[src/rtl/uart_pkg.sv]
// Shared UART definitions: state encoding used by uart_tx and uart_rx,
// plus the default frame constants.
package uart_pkg;

  localparam int UART_DATA_WIDTH = 8;
  localparam int UART_STOP_WIDTH = 1;
  localparam int UART_OVERSAMPLE = 16;

  typedef enum logic [2:0] {
    IDLE,
    START,
    DATA,
    PARITY,
    STOP
  } uart_state_t;

endpackage

[src/rtl/uart_tx.sv]
// UART transmitter: start bit, DATA_WIDTH data bits LSB first, optional even
// parity, STOP_WIDTH stop bits. Each bit lasts OVERSAMPLE baud ticks.
// Optional feature macro: UART_TX_PARITY_EN (adds the PARITY state).
//
// state  | meaning
// IDLE   | line high, waiting for i_tx_start
// START  | line low for one bit period
// DATA   | shifting out latched byte, LSB first
// PARITY | even parity of latched byte (UART_TX_PARITY_EN only)
// STOP   | line high for STOP_WIDTH bit periods, then done pulse
module uart_tx
  import uart_pkg::*;
#(
  parameter int DATA_WIDTH = UART_DATA_WIDTH,
  parameter int STOP_WIDTH = UART_STOP_WIDTH,
  parameter int OVERSAMPLE = UART_OVERSAMPLE
) (
  input  logic                  clk,
  input  logic                  reset,
  input  logic                  i_tick,
  input  logic                  i_tx_start,
  input  logic [DATA_WIDTH-1:0] i_data_byte,
  output logic                  o_tx,
  output logic                  o_tx_busy,
  output logic                  o_tx_done_bit
);

  localparam int CNT_W = $clog2(OVERSAMPLE * 2);
  localparam int IDX_W = $clog2(DATA_WIDTH);
  localparam logic [CNT_W-1:0] BIT_LAST  = CNT_W'(OVERSAMPLE - 1);
  localparam logic [CNT_W-1:0] STOP_LAST = CNT_W'(OVERSAMPLE * STOP_WIDTH - 1);
  localparam logic [IDX_W-1:0] IDX_LAST  = IDX_W'(DATA_WIDTH - 1);

  uart_state_t           state_q, state_d;
  logic [CNT_W-1:0]      tick_q, tick_d;
  logic [IDX_W-1:0]      idx_q, idx_d;
  logic [DATA_WIDTH-1:0] shift_q, shift_d;
  logic                  tx_d;
  logic                  done_d;
`ifdef UART_TX_PARITY_EN
  logic                  parity_q, parity_d;
`endif

  // State and datapath registers; line level and flags come from next-state values
  always_ff @(posedge clk or negedge reset) begin
    if (!reset) begin
      state_q       <= IDLE;
      tick_q        <= '0;
      idx_q         <= '0;
      shift_q       <= '0;
      o_tx          <= 1'b1;
      o_tx_busy     <= 1'b0;
      o_tx_done_bit <= 1'b0;
`ifdef UART_TX_PARITY_EN
      parity_q      <= 1'b0;
`endif
    end else begin
      state_q       <= state_d;
      tick_q        <= tick_d;
      idx_q         <= idx_d;
      shift_q       <= shift_d;
      o_tx          <= tx_d;
      o_tx_busy     <= (state_d != IDLE);
      o_tx_done_bit <= done_d;
`ifdef UART_TX_PARITY_EN
      parity_q      <= parity_d;
`endif
    end
  end

  // Next-state, tick counting and next line level
  always_comb begin
    state_d  = state_q;
    tick_d   = tick_q;
    idx_d    = idx_q;
    shift_d  = shift_q;
    tx_d     = o_tx;
    done_d   = 1'b0;
`ifdef UART_TX_PARITY_EN
    parity_d = parity_q;
`endif
    case (state_q)
      IDLE: begin
        tx_d = 1'b1;
        if (i_tx_start) begin
          shift_d  = i_data_byte;
          tick_d   = '0;
          state_d  = START;
          tx_d     = 1'b0;
`ifdef UART_TX_PARITY_EN
          parity_d = ^i_data_byte;
`endif
        end
      end
      START: begin
        if (i_tick) begin
          if (tick_q == BIT_LAST) begin
            state_d = DATA;
            tick_d  = '0;
            idx_d   = '0;
            tx_d    = shift_q[0];
          end else begin
            tick_d = tick_q + 1'b1;
          end
        end
      end
      DATA: begin
        if (i_tick) begin
          if (tick_q == BIT_LAST) begin
            tick_d  = '0;
            shift_d = shift_q >> 1;
            if (idx_q == IDX_LAST) begin
`ifdef UART_TX_PARITY_EN
              state_d = PARITY;
              tx_d    = parity_q;
`else
              state_d = STOP;
              tx_d    = 1'b1;
`endif
            end else begin
              idx_d = idx_q + 1'b1;
              tx_d  = shift_d[0];
            end
          end else begin
            tick_d = tick_q + 1'b1;
          end
        end
      end
`ifdef UART_TX_PARITY_EN
      PARITY: begin
        if (i_tick) begin
          if (tick_q == BIT_LAST) begin
            state_d = STOP;
            tick_d  = '0;
            tx_d    = 1'b1;
          end else begin
            tick_d = tick_q + 1'b1;
          end
        end
      end
`endif
      STOP: begin
        tx_d = 1'b1;
        if (i_tick) begin
          if (tick_q == STOP_LAST) begin
            state_d = IDLE;
            tick_d  = '0;
            done_d  = 1'b1;
          end else begin
            tick_d = tick_q + 1'b1;
          end
        end
      end
      default: begin
        state_d = IDLE;
        tick_d  = '0;
        tx_d    = 1'b1;
      end
    endcase
  end

endmodule

[config.mk]
export PLATFORM = sky130hd
export DESIGN_NAME = uart_tx
export DESIGN_NICKNAME = d
export VERILOG_FILES = /design/src/rtl/uart_pkg.sv /design/src/rtl/uart_tx.sv
export SDC_FILE = /design/constraint.sdc
export NUM_CORES = 1
export LEC_CHECK = 0
export CAP_MARGIN = 10
export CELL_PAD_IN_SITES_DETAIL_PLACEMENT = 1
export CELL_PAD_IN_SITES_GLOBAL_PLACEMENT = 1
export CORE_MARGIN = 2
export CORE_UTILIZATION = 38
export CTS_CLUSTER_DIAMETER = 60
export DETAILED_ROUTE_END_ITERATION = 6
export PLACE_DENSITY = 0.77
export SYNTH_ARGS = -nofsm -noshare
export SYNTH_HDL_FRONTEND = slang
export SYNTH_SLANG_ARGS = --single-unit
[constraint.sdc]
create_clock -name clk -period 1.7 [get_ports clk]
set_input_delay 0.17 -clock clk [delete_from_list [all_inputs] [get_ports clk]]
set_output_delay 0.17 -clock clk [all_outputs]
set_load 0.005 [all_outputs]
==> flow_results.xml <==
<?xml version="1.0" encoding="UTF-8"?>
<metrics>
  <group name="synth">
    <metric name="ys_top_cells_by_area" unit="">sky130_fd_sc_hd__dfrtp_1, sky130_fd_sc_hd__a21oi_2, sky130_fd_sc_hd__o21ai_0, sky130_fd_sc_hd__nor2_1, sky130_fd_sc_hd__o22ai_1</metric>
    <metric name="syn-num-nets" unit="">134</metric>
    <metric name="synth-seq-area-share" unit="">0.463</metric>
    <metric name="ys_types" unit="">36</metric>
    <metric name="syn-cell-area" unit="um2">1190</metric>
    <metric name="syn-mean-instance-area" unit="um2">10.0</metric>
    <metric name="number_of_flops_mapped_to_enable_cells_by_yosys" unit="">0</metric>
    <metric name="yosys.area.top_type_share" unit="">0.441</metric>
    <metric name="synth.yosys.warnings" unit="">0</metric>
    <metric name="post_synth_inst_count" unit="">119</metric>
    <metric name="synth_ff_type" unit="">sky130_fd_sc_hd__dfrtp_1</metric>
    <metric name="synth_seq_cells" unit="">22</metric>
    <metric name="async_flop_share" unit="">1.00</metric>
    <metric name="synth_largest_area_cell" unit="">sky130_fd_sc_hd__dfrtp_1</metric>
  </group>
  <group name="global_route">
    <metric name="antenna_violations_before_repair" unit="">0</metric>
    <metric name="grt_first_pass_wirelength" unit="um">4620</metric>
    <metric name="grt_start_max_net_pins" unit="">16</metric>
    <metric name="grt.total_usage" unit="">0.173</metric>
    <metric name="grt.overflow.total" unit="">0</metric>
    <metric name="number_of_global_route_vias_before_repair" unit="">943</metric>
  </group>
  <group name="min_path">
    <metric name="hold_path_class" unit="">in -&gt; async</metric>
  </group>
  <group name="power">
    <metric name="internal_power" unit="uW">1200</metric>
    <metric name="switchingPower" unit="uW">552</metric>
    <metric name="pwr-share-seq" unit="">0.459</metric>
    <metric name="cellLeakagePower" unit="uW">0.000634</metric>
    <metric name="power.share.clock" unit="">0.235</metric>
    <metric name="power.density" unit="nW/um2">1170</metric>
    <metric name="comb_power_share" unit="">0.307</metric>
    <metric name="power_switching_share" unit="">0.314</metric>
    <metric name="vdd.ir_drop.worst" unit="mV">0.529</metric>
  </group>
  <group name="worst_setup_path">
    <metric name="reg2reg_from" unit="">tick_q[1]</metric>
    <metric name="data_required_critical_path" unit="ns">1.91</metric>
    <metric name="ff2ff_path_depth" unit="">7</metric>
    <metric name="critical_path.startpoint_type" unit="">register</metric>
    <metric name="crit-reg2reg-capture" unit="">idx_q[0]</metric>
    <metric name="r2r_setup_slack" unit="ns">0.1</metric>
    <metric name="crit_path_end_kind" unit="">register</metric>
    <metric name="crit_path_category" unit="">reg -&gt; reg</metric>
    <metric name="worstPathArrival" unit="ns">1.81</metric>
    <metric name="critical_path_peak_fanout" unit="">7</metric>
  </group>
  <group name="sta">
    <metric name="tightestPinTransition" unit="ns">0.407</metric>
    <metric name="min_period" unit="ns">1.60</metric>
    <metric name="fin_hold_ws" unit="ns">0.131</metric>
    <metric name="worst_clock_skew" unit="ns">0.00296</metric>
    <metric name="hold_vio_cnt_final" unit="">0</metric>
    <metric name="setup_viol" unit="">0</metric>
    <metric name="final-max-slew-violation-count" unit="">0</metric>
    <metric name="rsz0062_at_grt" unit="">no</metric>
    <metric name="clock.fmax" unit="GHz">0.624</metric>
    <metric name="fin_crit_share" unit="">0.943</metric>
    <metric name="fin_tns_setup" unit="ns">0</metric>
    <metric name="maxSlewHeadroom" unit="">0.728</metric>
  </group>
  <group name="routing">
    <metric name="drt_pass1_iterations" unit="">4</metric>
    <metric name="drcViolationCount" unit="">0</metric>
    <metric name="routed_wl" unit="um">2870</metric>
    <metric name="detail_route.wl_per_cell" unit="um">15.4</metric>
    <metric name="1st_iter_drt_viols" unit="">35</metric>
    <metric name="ant_nets" unit="">0</metric>
    <metric name="routed_via_density" unit="">5.16</metric>
    <metric name="via_count" unit="">959</metric>
  </group>
  <group name="finish">
    <metric name="final_core_util" unit="">0.495</metric>
    <metric name="nets" unit="">158</metric>
    <metric name="most-common-layout-cells" unit="">sky130_fd_sc_hd__dfrtp_1, sky130_fd_sc_hd__clkdlybuf4s50_1, sky130_fd_sc_hd__nor2_1</metric>
    <metric name="area.growth.synth_to_final" unit="%">25.9</metric>
    <metric name="commonest_non_fill_non_tap_cell_in_the_layout" unit="">sky130_fd_sc_hd__dfrtp_1</metric>
    <metric name="drive_gt1_frac" unit="">0.232</metric>
    <metric name="antenna_cells_inserted" unit="">0</metric>
  </group>
  <group name="floorplanning">
    <metric name="start_util" unit="">0.393</metric>
    <metric name="io_pins" unit="">15</metric>
    <metric name="core-area" unit="um2">3030</metric>
    <metric name="die_w" unit="um">60.0</metric>
    <metric name="die_area" unit="um2">3600</metric>
    <metric name="die_span_y" unit="um">60.0</metric>
    <metric name="floorplan.rows" unit="">20</metric>
  </group>
  <group name="clocking">
    <metric name="tritoncts.num_buffers" unit="">3</metric>
    <metric name="clk-insertion-delay-late" unit="ns">0.31</metric>
    <metric name="cts_hold_buffers" unit="">0</metric>
    <metric name="cts_htree_levels" unit="">1</metric>
    <metric name="clock_tree.buffer_depth" unit="">2</metric>
    <metric name="tritoncts_clock_tree" unit="">done</metric>
    <metric name="cts_root_buffer" unit="">sky130_fd_sc_hd__clkbuf_4</metric>
    <metric name="clk_transition_reported_paths" unit="ns">0.13</metric>
    <metric name="cts.sink_count" unit="">22</metric>
  </group>
  <group name="run">
    <metric name="max-cap-violations" unit="">0</metric>
  </group>
  <group name="outcome">
    <metric name="run_status" unit="">finished clean</metric>
  </group>
  <group name="placed_design">
    <metric name="place.port_buffers" unit="">14</metric>
    <metric name="routability_cong" unit="">0.763</metric>
    <metric name="dpl.hpwl" unit="um">2120</metric>
  </group>
</metrics>
[worst max-delay path, stage by stage, from the launching register on]
cell and delay (ns):
sky130_fd_sc_hd__dfrtp_1 0.44, sky130_fd_sc_hd__ha_4 0.17, sky130_fd_sc_hd__and4b_4 0.25, sky130_fd_sc_hd__and2_4 0.21, sky130_fd_sc_hd__buf_4 0.14, sky130_fd_sc_hd__nand2_1 0.10
sky130_fd_sc_hd__nand2_1 0.10, sky130_fd_sc_hd__o21ai_0 0.08
[worst max path at each step]
stage,cells past startpoint,endpoint,from,slack [ns]
finish,7,idx_q[0],tick_q[1],0.1
global route,6,shift_q[5],tick_q[1],0.002
CTS,6,shift_q[1],tick_q[0],0.002
global placement,4,state_q[0],tick_q[0],0.08
floorplan,8,shift_q[0],tick_q[0],0.07
detailed placement,4,state_q[0],tick_q[0],-0.04
[through the flow]
| step | std cells | cell area (um2) | total power, uW | worst slack [ns] |
|---|---|---|---|---|
| 3_5_place_dp | 179 | 1400 | 1300 | -0.0410 |
| 3_3_place_gp | 179 | 1400 | 1260 | 0.0763 |
| 5_1_grt | 186 | 1500 | 1880 | 0.00245 |
| 4_1_cts | 183 | 1460 | 1720 | 0.00164 |
| 6_report | 186 | 1500 | 1760 | 0.0965 |
| 2_1_floorplan | 119 | 1190 | 1120 | 0.0720 |
[cells in the mapped netlist (all sizes together) (2+ instances only)]
cell	count
and2	2
nand3	3
ha	3
o21ai	10
o41ai	2
nor2	13
nand3b	4
dfrtp	21
buf	5
nand2	8
a22oi	2
o21a	2
o22ai	7
inv	9
a21oi	11
[power by group through the flow]
stage	Clock [uW]	Sequential (uW)	Combinational [uW]
global route	440	828	610
CTS	421	793	507
global placement	0	791	472
detailed placement	0	802	502
finish	412	805	538
floorplan	0	775	344
[kinds of logic (layout without fill, tap and decap cells)]
logic type,count (synthesis),count (layout),synth area share
xor gates and xnor gates,1,1,0.00735
muxes,2,2,0.0179
AOI/OAI and AO/OA,40,40,0.244
buffers and inverters,15,37,0.0651
adders and majority gates,3,3,0.0315
DFF,22,22,0.463
and+or+nand+nor,36,37,0.171
[repair_timing]
item / in CTS / in global routing
gates cloned: 0 / 1
gates resized for setup: 2 / 3
setup endpoints to repair: 1 / 10
pin swaps: 0 / 2
buffers inserted: 0 / 2
[registers in the layout, summed over array words and instances (netlist names)]
| signal | flops |
|---|---|
| tick_q | 5 |
| shift_q | 8 |
| o_tx_done_bit | 1 |
| o_tx | 1 |
| state_q | 3 |
| o_tx_busy | 1 |
| idx_q | 3 |
[layout make-up]
type | instances | area, um2
clock inverter | 1 | 30.0
multi-input combinational | 83 | 591
tap | 44 | 55.1
clock buffer | 3 | 22.5
timing repair buffer | 24 | 215
inverter | 9 | 33.8
sequential | 22 | 553
fill | 357 | 1530
[metal layers]
metal,vias up,wire length (um),global-route usage
met3,4,74,0.0325
li1,474,-,-
met1,467,1230,0.212
met5,-,0,0
met2,14,1530,0.306
met4,0,34,0.0508
Power figures use the tool's default switching activity.
